$ cat src/rtl/pwm_pkg.sv
// Shared types and helpers for the multi-channel PWM block.
// Holds the counting mode, counter direction and channel slice offset helper.
package pwm_pkg;

    typedef enum logic {
        MODE_EDGE   = 1'b0,
        MODE_CENTER = 1'b1
    } pwm_mode_e;

    typedef enum logic {
        DIR_UP   = 1'b0,
        DIR_DOWN = 1'b1
    } pwm_dir_e;

    // LSB position of channel ch inside a flat bus of w-bit fields.
    function automatic int unsigned ch_lsb(input int unsigned ch, input int unsigned w);
        return ch * w;
    endfunction

endpackage

$ cat src/rtl/pwm_timebase.sv
// Shared period counter: edge or center counting, boundary and transfer strobe; cnt_o is the registered count.
// No backpressure; holds at 0 (direction up) whenever disabled or the active period is zero.
module pwm_timebase
    import pwm_pkg::*;
#(
    parameter int unsigned CNT_W = 8
) (
    input  logic             clk,
    input  logic             rst_n,
    input  logic             en_i,
    input  logic [CNT_W-1:0] period_i,
    input  pwm_mode_e        mode_i,
    output logic [CNT_W-1:0] cnt_o,
    output logic             run_o,
    output logic             start_o,
    output logic             xfer_o
);

    logic [CNT_W-1:0] cnt_q, cnt_d;
    pwm_dir_e         dir_q, dir_d;
    logic [CNT_W-1:0] last;
    logic             boundary;

    assign run_o = en_i && (period_i != '0);
    assign last  = period_i - 1'b1;

    always_comb begin
        cnt_d    = cnt_q;
        dir_d    = dir_q;
        boundary = 1'b0;
        if (!run_o) begin
            cnt_d = '0;
            dir_d = DIR_UP;
        end else if (mode_i == MODE_EDGE) begin
            dir_d = DIR_UP;
            if (cnt_q >= last) begin
                cnt_d    = '0;
                boundary = 1'b1;
            end else begin
                cnt_d = cnt_q + 1'b1;
            end
        end else if (dir_q == DIR_UP) begin
            // Turning values repeat once: flip direction, keep the count.
            if (cnt_q >= last) begin
                dir_d = DIR_DOWN;
            end else begin
                cnt_d = cnt_q + 1'b1;
            end
        end else begin
            if (cnt_q == '0) begin
                dir_d    = DIR_UP;
                boundary = 1'b1;
            end else begin
                cnt_d = cnt_q - 1'b1;
            end
        end
    end

    always_ff @(posedge clk or negedge rst_n) begin
        if (!rst_n) begin
            cnt_q <= '0;
            dir_q <= DIR_UP;
        end else begin
            cnt_q <= cnt_d;
            dir_q <= dir_d;
        end
    end

    assign cnt_o   = cnt_q;
    assign start_o = run_o && (cnt_q == '0) && (dir_q == DIR_UP);
    assign xfer_o  = boundary || !run_o;

endmodule

$ cat src/rtl/pwm_multi.sv
// N-channel PWM on one shared timebase with double-buffered period/duty/mode; 1 cycle cnt-to-pin.
// No backpressure; load is a strobe and the last load before a boundary wins.
module pwm_multi
    import pwm_pkg::*;
#(
    parameter int unsigned CNT_W    = 8,
    parameter int unsigned N_CH     = 4,
    parameter logic        IDLE_LVL = 1'b0
) (
    input  logic                  clk,
    input  logic                  rst_n,
    input  logic                  en,
    input  logic                  load,
    input  logic [CNT_W-1:0]      period_in,
    input  logic [N_CH*CNT_W-1:0] duty_in,
    input  logic                  center_in,
    input  logic [N_CH-1:0]       invert,
    output logic [N_CH-1:0]       pwm_out,
    output logic                  period_start,
    output logic                  update_pending
);

    typedef struct packed {
        pwm_mode_e             mode;
        logic [CNT_W-1:0]      period;
        logic [N_CH*CNT_W-1:0] duty;
    } cfg_t;

    cfg_t             req, act_q, pend_q;
    logic             upd_q, upd_d;
    logic [N_CH-1:0]  pwm_q, pwm_d;
    logic             ps_q;
    logic [CNT_W-1:0] cnt;
    logic             run, start, xfer;

    always_comb begin
        req.mode   = pwm_mode_e'(center_in);
        req.period = period_in;
        req.duty   = duty_in;
    end

    pwm_timebase #(.CNT_W(CNT_W)) u_timebase (
        .clk      (clk),
        .rst_n    (rst_n),
        .en_i     (en),
        .period_i (act_q.period),
        .mode_i   (act_q.mode),
        .cnt_o    (cnt),
        .run_o    (run),
        .start_o  (start),
        .xfer_o   (xfer)
    );

    for (genvar k = 0; k < N_CH; k++) begin : g_ch
        logic raw;
        assign raw      = cnt < act_q.duty[ch_lsb(k, CNT_W) +: CNT_W];
        assign pwm_d[k] = (run ? raw : IDLE_LVL) ^ invert[k];
    end

    // A load coinciding with a transfer keeps the flag set for the next boundary.
    assign upd_d = load || (upd_q && !xfer);

    always_ff @(posedge clk or negedge rst_n) begin
        if (!rst_n) begin
            act_q  <= '0;
            pend_q <= '0;
            upd_q  <= 1'b0;
            pwm_q  <= {N_CH{IDLE_LVL}};
            ps_q   <= 1'b0;
        end else begin
            if (load) pend_q <= req;
            if (xfer) act_q <= pend_q;
            upd_q <= upd_d;
            pwm_q <= pwm_d;
            ps_q  <= start;
        end
    end

    assign pwm_out        = pwm_q;
    assign period_start   = ps_q;
    assign update_pending = upd_q;

endmodule

$ cat config.mk
export PLATFORM = sky130hd
export DESIGN_NAME = pwm_multi
export DESIGN_NICKNAME = d
export VERILOG_FILES = /design/src/rtl/pwm_pkg.sv /design/src/rtl/pwm_timebase.sv /design/src/rtl/pwm_multi.sv
export SDC_FILE = /design/constraint.sdc
export NUM_CORES = 1
export LEC_CHECK = 0
export ABC_CLOCK_PERIOD_IN_PS = 3320
export CAP_MARGIN = 20
export CORE_ASPECT_RATIO = 0.6
export CORE_UTILIZATION = 53
export DETAILED_ROUTE_END_ITERATION = 16
export PLACE_DENSITY_LB_ADDON = 0.2
export SLEW_MARGIN = 20
export SYNTH_ARGS = -nofsm -noshare
export SYNTH_HDL_FRONTEND = slang
export SYNTH_SLANG_ARGS = --single-unit
$ cat constraint.sdc
create_clock -name clk -period 3.32 [get_ports clk]
set_clock_uncertainty 0.05 [all_clocks]
set_input_delay 0.332 -clock clk [delete_from_list [all_inputs] [get_ports clk]]
set_output_delay 0.332 -clock clk [all_outputs]
set_load 0.01 [all_outputs]
# --- Word level (Yosys, flattened, before mapping) ---
# Cells that the tools add are included.
op_classes:
  bitwise_logic: 5
  n_reduce_logical: 11
  mux: 19
  n_lt_le_gt_ge: 5
  n_eq_ne: 2
  addsub: 3
ops:
  columns: ["operator", "count"]
  rows:
  - ["$mux 8", 6]
  - ["$lt 8x8->1", 4]
  - ["$sub 8x1->8 const B", 2]
  - ["$mux 1", 13]
  - ["$add 8x1->8 const B", 1]
  - ["$ge 8x8->1", 1]
  - ["$logic_not 8->1", 1]
  - ["$reduce_bool 8->1", 1]
  - ["$logic_and 1x1->1", 4]
  - ["$ne 4x3->1 const B", 1]
  - ["$ne 4x4->1 const B", 1]
  - ["$xor 1x1->1", 4]
  - ["$logic_not 1->1", 2]
  - ["$logic_or 1x1->1", 2]
  - ["$reduce_and 2->1", 1]
  - ["$not 1->1", 1]
word_totals:
  reg_bits: 97
  elab_cells: 56
  out_inout_bits: 6
  in_bits: 49

# --- Logic depth before layout (Yosys ltp) ---
logic_depth:
  depth_word: 9
  depth_mapped: 13
  depth_no_buf: 12

# --- By module ---
# Synthesis repeated with hierarchy kept, for this count alone.
hier_totals:
  hier_cells: 428
  area_unflattened_um2: 4934.7
modules_own_cells:
  columns: ["mod", "cells_per_inst", "area_per_inst_um2", "n_inst"]
  rows:
  - ["pwm_multi", 309, 3920.0, 1]
  - ["pwm_timebase", 119, 1014.7, 1]

# --- Worst setup path before layout ---
# No wires, ideal clock.
synth_path:
  path_kind: "register -> register"
  start: "register act_q[35] (netlist name)"
  end: "register act_q[0] (netlist name)"
  path_buffers: 1
  period_less_slack_ns: 2.973
  path_stages_with_launch: 12
  setup_time_ns: 0.125
  path_slack_ns: 0.347
  arrival_time_ns: 2.799
  t_required_ns: 3.145
  cell_sequence: "dfrtp_1 -> or4_4 -> nor4_1 -> xnor2_1 -> ha_1 -> nand4_1 -> a21oi_1 -> a21oi_1 -> o21ai_2 -> a31o_4 -> buf_6 -> mux2_2"
synth_via:
  elab_chain_cells: 6
synth_rtl:
  columns: ["item", "line_no", "rtl"]
  rows:
  - ["start: declaration", "pwm_multi.sv:29", "cfg_t req, act_q, pend_q;"]
  - ["start signal: assignment", "pwm_multi.sv:72", "if (xfer) act_q <= pend_q;"]
  - ["$sub 8x1->8", "pwm_timebase.sv:25", "assign last = period_i - 1'b1;"]
  - ["$ge 8x8->1", "pwm_timebase.sv:36", "if (cnt_q >= last) begin"]
  - ["$mux 1", "pwm_timebase.sv:36", null]
  - ["$mux 1", "pwm_timebase.sv:34", "end else if (mode_i == MODE_EDGE) begin"]
  - ["$mux 1", "pwm_timebase.sv:31", "if (!run_o) begin"]
  - ["$logic_or 1x1->1 (*)", "pwm_timebase.sv:71", "assign xfer_o = boundary || !run_o;"]
# Mark *: on every way between the ends. The rest lies on a longest branch, timed or not.
# A chain may end at the register's enable or synchronous reset.

# --- Worst setup path in the final report ---
layout_path:
  start: "register act_q[35] (netlist name)"
  end: "register act_q[4] (netlist name)"
# Same word-level chain as after synthesis.

==> qor.txt <==
Detailed Place HPWL - 6821 um
Synth warn - 0
Initial antenna violation count - 0
CORE AREA - 8751 um2
Startpoint Class - register
Outcome - complete, no violations
RePlAce Congestion - 0.8858
Sequential share of the synthesized area - 49.53%
Crit-path cells - or4_4 -> nor4_1 -> xnor2_1 -> ha_1 -> nand4_1 -> a21oi_2 -> a21oi_1 -> o21ai_2 -> a31o_4 -> buf_12 -> mux2_2
Rel. slew slack - 34.84%
Initial DRC Count - 130
FP Rows - 26
CP max stage delay - 570 ps
Util after Layout - 67.39%
Residual DRC - 0
Syn Std Cell Area - 4901 um2
Max Cap Viol - 0
Total gr overflow - 0
Vias - 3147
Least-Margin Pin Slew - 977.4 ps
Buffer count from post-CTS setup fixing - 0
IO Port Bufs - 54
Final Non-Filler Cells - 567
Total clock sinks - 97
Setup TNS - 0 ps
Leakage - 2.773 nW
I/O pin count - 55
WP data arrival - 3290 ps
RSZ-0062 raised after global routing - false
Worst vdd ir - 0.2604 mV
CTS max path bufs - 2
Endpoint type of the worst setup path - register
Clock slew at reported path FFs - 60 ps
Critical path required time - 3490 ps
NumNets Final - 541
CP Class - register to register
GRT Total Usage - 22.33%
Critical-path maximum fanout - 20
Top_reg_cell synth - dfrtp_1
Max Clk Rate - 321.0 MHz
Clock buffer count from CTS - 9
Vias in the first global route - 3313
Synth async-reset ratio - 100.0%
Layout cells sized above 1 - 25.93%
Post-synth EDFFs - 0
Most common cell after layout, fill and taps aside - dfrtp_1
Gate Count Post-Synth - 387
Drt pass-1 iters - 4
Total wire length - 9571 um
Final period utilization - 93.83%
Antenna viol nets, final - 0
CTS Root Cell - clkbuf_16
Final min period - 3115 ps
Largest net degree at the start of global routing - 59
Area delta synth->final - 20.32%
# fillers - 657
Die area - 9648 um2
Setup Viol. Count Final - 0
Pwr dens - 516.6 nW/um2
Vias per Instance - 5.550
Number of synthesized register bits - 97
Most frequent cells in the layout - 97 x dfrtp_1, 81 x mux2_2, 52 x clkdlybuf4s50_1
Worst hold path class - primary input to asynchronous set/reset pin
Syn Area/Cell - 12.66 um2
Ant diodes - 0
Power Total - 3.047 mW
Die Wd - 126.1 um
Clock Latency Late Sink - 340 ps
First-pass GRT wire length - 16600 um
Dpl cells - 552
H-tree depth - 3
Slew Viols, Final - 0
Net count after synthesis - 477
Final hold violations - 0
Starting Density - 56.01%
WL per Instance - 16.88 um
Netlist cell types - 45
CP max stage cell - or4_4
TritonCTS clock tree - yes
Die Y - 76.49 um
==> cell families (layout without fill, tap and decap cells) <==
family	count (synthesis)	count (layout)	share of synthesized area, %
flops	97	97	49.53
mux	81	81	18.61
fa+ha+maj	41	41	10.47
compound gates	63	63	9.012
simple gates	44	44	5.643
xor+xnor	14	14	2.502
buf+inv	47	115	4.238
==> per-stage QoR <==
stage	cell area [um2]	setup WS, ps	hold slack (ps)
2_1_floorplan	4901	346.7	-13.59
3_3_place_gp	5598	303.6	388.1
3_5_place_dp	5598	227.8	395.6
4_1_cts	5893	197.5	35.04
5_1_grt	5897	18.61	59.45
6_report	5897	204.8	0.7477
==> where the power goes <==
group          switching (mW)  total, mW  internal (mW)  leakage [nW]
combinational           0.247      0.576          0.329          1.47
sequential              0.111       1.44           1.33          1.15
clock                   0.424       1.03          0.603         0.146
==> synthesized netlist by cell type, types with 4 or more instances <==
master	instances	share of area (%)
nor2_1	7	0.54
xor2_1	4	0.71
buf_6	4	0.92
nand2_1	7	0.54
ha_1	41	10
nand2b_1	5	0.64
mux2_2	81	19
a21oi_1	8	0.82
o21ai_0	13	1.3
clkbuf_1	5	0.38
inv_1	37	2.8
nand4_1	8	1.0
xnor2_1	10	1.8
a211oi_1	7	1.1
dfrtp_1	97	50
a21o_1	17	2.6
==> worst max-delay path: cells and delay by family (launching register included) <==
family          cells  cell delay (ps)
compound gates      4              620
xor+xnor            1              110
fa+ha+maj           1              300
buf+inv             1              170
flops               1              420
mux                 1              360
simple gates        3              940
==> worst paths after layout <==
check,end,slack [ps],start,cells after the start
max in group asynchronous,pend_q[9],2440,rst_n,2
worst min-delay path,pend_q[13],0.7,rst_n,1
worst max register to register,act_q[4],200,act_q[35],11
min in group clk,pend_q[8],450,pend_q[8],1
worst max-delay path,act_q[4],200,act_q[35],11
worst min register to register,pend_q[8],450,pend_q[8],1
==> cell type report <==
class	count	area, um2	share of cell area [%]
sequential	97	2427	41.16
multi-input combinational	243	2270	38.49
timing repair buffer	63	625.6	10.61
clock buffer	11	242.7	4.116
tap	112	140.1	2.376
inverter	37	138.9	2.355
clock inverter	4	52.55	0.8912
==> sequential cells by signal, indices dropped and copies added, names as in the netlist <==
register and count:
act_q 41, pend_q 41, u_timebase.cnt_o 8, pwm_out 4, period_start 1, u_timebase.dir_q 1
update_pending 1
==> layer usage <==
layer | track usage, % | up-vias | wire length, um
li1 | - | 1509 | -
met2 | 34.59 | 67 | 4465
met5 | 0 | - | 0
met4 | 7.831 | 0 | 163
met1 | 30.97 | 1557 | 4480
met3 | 5.056 | 14 | 461
==> what timing repair did <==
item,CTS,global route
setup endpoints to repair,0,40
hold buffers,0,0
resized for setup,0,1
No activity file was read; power rests on OpenSTA's default activity.
